## src/rtl/alu_seq.sv

```systemverilog
// alu_seq - sequential, parametrised ALU with valid/ready handshakes.
//
// One command (op, a, b) is accepted in IDLE when in_valid && in_ready.
// Most ops are computed combinationally and registered at the accept edge,
// so the result is valid one cycle later. MUL (shift-add) and DIV with a
// non-zero divisor (restoring) iterate once per cycle for WIDTH cycles.
// The result is held in DONE until the consumer takes it.
//
// Ports:
//   clk, rst              clock, synchronous active-high reset
//   in_valid, in_ready    command handshake
//   op[3:0], a, b         opcode and unsigned operands (WIDTH bits)
//   out_valid, out_ready  result handshake
//   res_lo, res_hi        low / high halves of the 2*WIDTH result
//   carry                 carry, borrow or shifted-out bit
//   zero                  the full {res_hi,res_lo} is zero
//   err                   divide by zero
//   busy                  state machine is not IDLE
module alu_seq #(
    parameter int WIDTH = 8
) (
    input  logic             clk,
    input  logic             rst,
    input  logic             in_valid,
    output logic             in_ready,
    input  logic [3:0]       op,
    input  logic [WIDTH-1:0] a,
    input  logic [WIDTH-1:0] b,
    output logic             out_valid,
    input  logic             out_ready,
    output logic [WIDTH-1:0] res_lo,
    output logic [WIDTH-1:0] res_hi,
    output logic             carry,
    output logic             zero,
    output logic             err,
    output logic             busy
);

    localparam int CW = $clog2(WIDTH + 1);

    localparam logic [3:0] OP_ADD  = 4'h0;
    localparam logic [3:0] OP_SUB  = 4'h1;
    localparam logic [3:0] OP_MUL  = 4'h2;
    localparam logic [3:0] OP_DIV  = 4'h3;
    localparam logic [3:0] OP_ROR  = 4'h4;
    localparam logic [3:0] OP_ROL  = 4'h5;
    localparam logic [3:0] OP_SHL  = 4'h6;
    localparam logic [3:0] OP_SHR  = 4'h7;
    localparam logic [3:0] OP_AND  = 4'h8;
    localparam logic [3:0] OP_OR   = 4'h9;
    localparam logic [3:0] OP_NOT  = 4'hA;
    localparam logic [3:0] OP_NOR  = 4'hB;
    localparam logic [3:0] OP_XOR  = 4'hC;
    localparam logic [3:0] OP_NAND = 4'hD;
    localparam logic [3:0] OP_GT   = 4'hE;
    localparam logic [3:0] OP_EQ   = 4'hF;

    typedef enum logic [1:0] {
        IDLE = 2'd0,
        BUSY = 2'd1,
        DONE = 2'd2
    } state_t;

    state_t state_reg, state_next;

    logic [CW-1:0]        cnt_reg;
    logic                 is_div_reg;
    // MUL: {partial product high, remaining multiplier bits}
    // DIV: {partial remainder, dividend bits shifting into quotient}
    logic [2*WIDTH-1:0]   x_reg;
    // MUL: multiplicand, DIV: divisor
    logic [WIDTH-1:0]     m_reg;

    logic [WIDTH-1:0]     res_lo_reg, res_hi_reg;
    logic                 carry_reg, zero_reg, err_reg;

    logic                 accept;
    logic                 iter_op;
    logic                 last_iter;

    // ------------------------------------------------------------------
    // Single-cycle datapath
    // ------------------------------------------------------------------
    logic [WIDTH:0]       sum, diff;
    logic [WIDTH-1:0]     sc_lo, sc_hi;
    logic                 sc_carry, sc_err;

    assign sum  = {1'b0, a} + {1'b0, b};
    // The extra MSB of the difference is the borrow (a < b).
    assign diff = {1'b0, a} - {1'b0, b};

    always_comb begin
        sc_lo    = '0;
        sc_hi    = '0;
        sc_carry = 1'b0;
        sc_err   = 1'b0;
        case (op)
            OP_ADD: begin
                sc_lo    = sum[WIDTH-1:0];
                sc_carry = sum[WIDTH];
            end
            OP_SUB: begin
                sc_lo    = diff[WIDTH-1:0];
                sc_carry = diff[WIDTH];
            end
            OP_DIV: begin
                // Only reached on this path when b == 0.
                sc_lo  = '1;
                sc_hi  = a;
                sc_err = 1'b1;
            end
            OP_ROR:  sc_lo = {a[0], a[WIDTH-1:1]};
            OP_ROL:  sc_lo = {a[WIDTH-2:0], a[WIDTH-1]};
            OP_SHL: begin
                sc_lo    = {a[WIDTH-2:0], 1'b0};
                sc_carry = a[WIDTH-1];
            end
            OP_SHR: begin
                sc_lo    = {1'b0, a[WIDTH-1:1]};
                sc_carry = a[0];
            end
            OP_AND:  sc_lo = a & b;
            OP_OR:   sc_lo = a | b;
            OP_NOT:  sc_lo = ~a;
            OP_NOR:  sc_lo = ~(a | b);
            OP_XOR:  sc_lo = a ^ b;
            OP_NAND: sc_lo = ~(a & b);
            OP_GT:   sc_lo = {{(WIDTH-1){1'b0}}, (a > b)};
            OP_EQ:   sc_lo = {{(WIDTH-1){1'b0}}, (a == b)};
            default: ;  // OP_MUL goes through the iterative path
        endcase
    end

    // ------------------------------------------------------------------
    // Iterative datapath: one step per BUSY cycle
    // ------------------------------------------------------------------
    logic [WIDTH:0]       mul_sum;
    logic [2*WIDTH-1:0]   mul_next;
    logic [WIDTH:0]       div_rem;
    logic [WIDTH:0]       div_sub;
    logic                 div_ge;
    logic [2*WIDTH-1:0]   div_next;
    logic [2*WIDTH-1:0]   step_next;

    // Shift-add: add the multiplicand into the high half when the current
    // multiplier LSB is set, then shift the whole register right by one,
    // keeping the carry of the addition as the new MSB.
    assign mul_sum  = {1'b0, x_reg[2*WIDTH-1:WIDTH]}
                    + (x_reg[0] ? {1'b0, m_reg} : {(WIDTH+1){1'b0}});
    assign mul_next = {mul_sum, x_reg[WIDTH-1:1]};

    // Restoring division: shift the next dividend bit into the remainder,
    // subtract the divisor when it fits and record a quotient 1.
    assign div_rem  = {x_reg[2*WIDTH-1:WIDTH], x_reg[WIDTH-1]};
    assign div_ge   = (div_rem >= {1'b0, m_reg});
    assign div_sub  = div_rem - {1'b0, m_reg};
    assign div_next = {(div_ge ? div_sub[WIDTH-1:0] : div_rem[WIDTH-1:0]),
                       x_reg[WIDTH-2:0], div_ge};

    assign step_next = is_div_reg ? div_next : mul_next;

    assign iter_op   = (op == OP_MUL) || ((op == OP_DIV) && (b != '0));
    assign last_iter = (cnt_reg == CW'(WIDTH - 1));

    // ------------------------------------------------------------------
    // FSM
    // ------------------------------------------------------------------
    always_ff @(posedge clk) begin
        if (rst) begin
            state_reg <= IDLE;
        end else begin
            state_reg <= state_next;
        end
    end

    always_comb begin
        state_next = state_reg;
        in_ready   = 1'b0;
        out_valid  = 1'b0;
        accept     = 1'b0;
        busy       = (state_reg != IDLE);
        case (state_reg)
            IDLE: begin
                in_ready = 1'b1;
                if (in_valid) begin
                    accept     = 1'b1;
                    state_next = iter_op ? BUSY : DONE;
                end
            end
            BUSY: begin
                if (last_iter) begin
                    state_next = DONE;
                end
            end
            DONE: begin
                out_valid = 1'b1;
                if (out_ready) begin
                    state_next = IDLE;
                end
            end
            default: state_next = IDLE;
        endcase
    end

    // ------------------------------------------------------------------
    // Datapath registers
    // ------------------------------------------------------------------
    always_ff @(posedge clk) begin
        if (rst) begin
            cnt_reg    <= '0;
            is_div_reg <= 1'b0;
            x_reg      <= '0;
            m_reg      <= '0;
            res_lo_reg <= '0;
            res_hi_reg <= '0;
            carry_reg  <= 1'b0;
            zero_reg   <= 1'b0;
            err_reg    <= 1'b0;
        end else if (accept) begin
            cnt_reg <= '0;
            if (iter_op) begin
                is_div_reg <= (op == OP_DIV);
                x_reg      <= {{WIDTH{1'b0}}, (op == OP_DIV) ? a : b};
                m_reg      <= (op == OP_DIV) ? b : a;
            end else begin
                res_lo_reg <= sc_lo;
                res_hi_reg <= sc_hi;
                carry_reg  <= sc_carry;
                err_reg    <= sc_err;
                zero_reg   <= ({sc_hi, sc_lo} == '0);
            end
        end else if (state_reg == BUSY) begin
            x_reg   <= step_next;
            cnt_reg <= cnt_reg + 1'b1;
            if (last_iter) begin
                res_lo_reg <= step_next[WIDTH-1:0];
                res_hi_reg <= step_next[2*WIDTH-1:WIDTH];
                carry_reg  <= 1'b0;
                err_reg    <= 1'b0;
                zero_reg   <= (step_next == '0);
            end
        end
    end

    assign res_lo = res_lo_reg;
    assign res_hi = res_hi_reg;
    assign carry  = carry_reg;
    assign zero   = zero_reg;
    assign err    = err_reg;

endmodule

```

## config.mk

```make
export PLATFORM = sky130hd
export DESIGN_NAME = alu_seq
export DESIGN_NICKNAME = d
export VERILOG_FILES = /design/src/rtl/alu_seq.sv
export SDC_FILE = /design/constraint.sdc
export NUM_CORES = 1
export LEC_CHECK = 0
export ABC_AREA = 1
export BUFFER_PORTS_ARGS = -buffer_cell sky130_fd_sc_hd__buf_4
export CELL_PAD_IN_SITES_DETAIL_PLACEMENT = 1
export CELL_PAD_IN_SITES_GLOBAL_PLACEMENT = 2
export CORE_MARGIN = 3
export CORE_UTILIZATION = 34
export CTS_BUF_LIST = sky130_fd_sc_hd__clkbuf_8 sky130_fd_sc_hd__clkbuf_16
export DETAILED_ROUTE_END_ITERATION = 6
export GPL_TIMING_DRIVEN = 0
export PLACE_DENSITY_LB_ADDON = 0.25
export SYNTH_ARGS = -nofsm -noshare
export SYNTH_HDL_FRONTEND = slang
export SYNTH_SLANG_ARGS = --single-unit
```

## constraint.sdc

```tcl
create_clock -name clk -period 3.4 [get_ports clk]
set_input_delay 0.51 -clock clk [delete_from_list [all_inputs] [get_ports clk]]
set_output_delay 0.51 -clock clk [all_outputs]
set_load 0.1 [all_outputs]
```

==> run_results.csv <==
group,metric,value,unit
sta,fin_crit_sh,82.4,%
sta,setup_viol,0,
final_layout,diodes,0,
final_layout,final_nets,1011,
drt,wl_per_cell,18.5,um
pwr,clock_power_share,26.5,%
pwr,pwr-share-seq,33.8,%
logic_synthesis,synth_area_per_cell,5.73,sq um
die,initial_core_util,34.9,%
global_routing,grt_pass1_vias,5887,
final_layout,area_delta_synth_final,13.9,%
run_status,status,"complete, no violations",
clock_network,clockBufferDepth,2,
die,dieArea,0.0165,sq mm
global_routing,grtUsageTotal,25.2,%
setup_path,worst-path-buf-inv,4,
clock_network,htreeDepth,2,
die,coreArea,0.0146,sq mm
logic_synthesis,synth_ff_type,"dfxtp_1",
final_layout,fill_cells,2052,
drt,antenna_left,0,
drt,drt_pre_antenna_iters,5,
logic_synthesis,async_reset_ff_share,0,%
clock_network,clkLatencyLatePin,290,ps
global_routing,antenna_found_initial,0,
clock_network,post_cts_buffers,0,
setup_path,critical-path-top-delay-family,"simple AND/OR/NAND/NOR gates",
run,cap_viol_max_count,0,
sta,rsz0062_at_grt,"no",
clock_network,root_buffer,"clkbuf_16",
setup_path,cp_cell_sequence,"clkbuf_1 -> nand2_1 -> inv_1 -> ha_1 -> inv_1 -> fa_1 -> inv_1 -> nand3_1 -> nand2_1 -> a21oi_1 -> o21ai_0 -> nand2_1 -> nor2_1 -> nand3_1 -> nor2_1 -> nand3_1 -> a21oi_1",
setup_path,crit_type,"flop to flop",
clock_network,cts.hold.buffers_added,0,
logic_synthesis,synth-seq-cells,50,
setup_path,cp-startpoint,"x_reg[0]",
hold_path,hold_path_class,"flop to flop",
pwr,p_switching,0.795,mW
setup_path,endpoint_kind,"flop",
logic_synthesis,syn-instance-count,890,
final_layout,stdcell_area,0.00581,sq mm
final_layout,largest_register_ffs,16,
sta,finalCriticalPeriod,2800,ps
pwr,swShare,42.4,%
hold_path,min_from,"err",
setup_path,worst_setup_path_start_kind,"flop",
clock_network,cts_tree,"done",
logic_synthesis,yosysSeqAreaShare,19.6,%
setup_path,max_stage_delay,390,ps
sta,finalMaxSlewViolations,0,
sta,fmaxAchievable,0.357,GHz
die,io_pins,46,
pwr,vdd_drop_max,0.000269,V
die,rows,44,
placement,place_area,0.00567,sq mm
clock_network,ctsResizeCount,0,
final_layout,instances_no_fill,1126,
setup_path,crit_fanout,10,
drt,vias,5896,
final_layout,layout_commonest_cell,"nand2_1",
sta,skew,4.57,ps
clock_network,clk_pin_slew_worst_paths,70,ps
pwr,power.leakage,3.00,nW
sta,worst_slew_pin_slew,752,ps
logic_synthesis,ys_warn_count,0,
placement,dpl.hpwl,17100,um
setup_path,slowest_stage,"clkbuf_1",
drt,drt-initial-drc-count,368,
logic_synthesis,syn_area,0.00510,sq mm
placement,gp_congestion,0.929,
final_layout,mostFrequentLayoutCells,"nand2_1 (280), inv_1 (120), nor2_1 (103), nand3_1 (68), a21oi_1 (54)",
pwr,internal-power,1.08,mW
global_routing,grt_pass1_wl,32500,um
drt,vias_per_cell,5.24,
placement,pre_cts_ws,552,ps
sta,setup_slack,599,ps
logic_synthesis,synth_edf_count,0,
clock_network,numCtsBuffers,5,
final_layout,drive_gt1_share,9.24,%
sta,final-hold-violation-count,0,
pwr,powerDensity,323,mW/mm^2
setup_path,critPathArrivalTime,3030,ps
sta,fin_setup_tns,0,ps
logic_synthesis,yosysUniqueCellTypes,40,
pwr,combinationalPowerShare,39.7,%
global_routing,grt_overflow,0,
drt,wl,20800,um
setup_path,regToRegStartpoint,"x_reg[0]",
setup_path,critPathRequiredTime,3630,ps
drt,drc,0,
placement,port_buffers,45,
logic_synthesis,syn-num-nets,959,
clock_network,cts_sinks,50,
die,die_width,128,um
sta,relSlewSlack,49.8,%
die,die_y,128,um
sta,hold-worst-slack,468,ps
placement,dp_cells,1119,
global_routing,grt_max_degree,16,
==> power by group through the flow <==
stage          Combinational (mW)  Clock, mW  Sequential, mW
2_1_floorplan               0.375          0           0.782
3_3_place_gp                0.735          0           0.646
4_1_cts                     0.743      0.505           0.634
6_report                    0.745      0.496           0.634
3_5_place_dp                0.739          0           0.647
5_1_grt                     0.814      0.527           0.637
==> Yosys cell counts, types with 5 or more instances <==
| cell | instances | share of area (%) |
|---|---|---|
| o211ai_1 | 5 | 0.74 |
| o21ai_0 | 49 | 4.8 |
| inv_1 | 120 | 8.8 |
| nor3_1 | 7 | 0.69 |
| clkbuf_1 | 8 | 0.59 |
| nor2_1 | 103 | 7.6 |
| a21oi_1 | 54 | 5.3 |
| a31oi_1 | 18 | 2.2 |
| nand2_1 | 280 | 21 |
| ha_1 | 41 | 10 |
| nand4_1 | 18 | 2.2 |
| nand3_1 | 68 | 6.7 |
| buf_2 | 14 | 1.4 |
| xnor2_1 | 6 | 1.0 |
| or2_2 | 6 | 0.74 |
| dfxtp_1 | 50 | 20 |
==> final cells by class <==
class	instances	area (sq um)	share of cell area, %
Multi-Input combinational cell	688	3500	60.3
Buffer	27	128	2.20
Timing Repair Buffer	45	338	5.82
Clock inverter	2	15.0	0.259
Clock buffer	5	125	2.16
Tap cell	184	230	3.97
Inverter	125	469	8.08
Sequential cell	50	1000	17.2
==> worst min-delay path: cells and delay by family (launching register included) <==
family,cells,cell delay (ps)
AND/OR/NAND/NOR,1,60
flip-flops,1,310
AO/OA/AOI/OAI,1,50
==> kinds of logic (layout without fill, tap and decap cells) <==
group / count (synthesis) / count (layout) / share of synthesized area (%)
simple gates: 492 / 492 / 40.0
compound gates: 143 / 143 / 15.6
fa+ha+maj: 45 / 45 / 11.6
xor+xnor: 8 / 8 / 1.37
flops: 50 / 50 / 19.6
buf+inv: 152 / 204 / 11.7
==> per-stage QoR <==
| stage | total power, mW | util [%] |
|---|---|---|
| 2_1_floorplan | 1.16 | - |
| 6_report | 1.87 | 39.8 |
| 3_5_place_dp | 1.39 | 38.8 |
| 4_1_cts | 1.88 | 39.8 |
| 3_3_place_gp | 1.38 | 38.8 |
| 5_1_grt | 1.98 | 39.8 |
==> worst paths after layout <==
kind	depth (start not counted)	slack, ps	end
setup / recovery	17	600	zero
hold / removal	2	470	err
setup reg to reg	17	600	zero
hold reg to reg	2	470	err
==> per-layer routing <==
metal / GRT usage (%) / part of all wire (%)
met5: 0 / 0
met4: 5.12 / 2.2
met3: 2.45 / 2.8
met2: 43.8 / 48
met1: 34.0 / 47
Power figures use the tool's default switching activity.
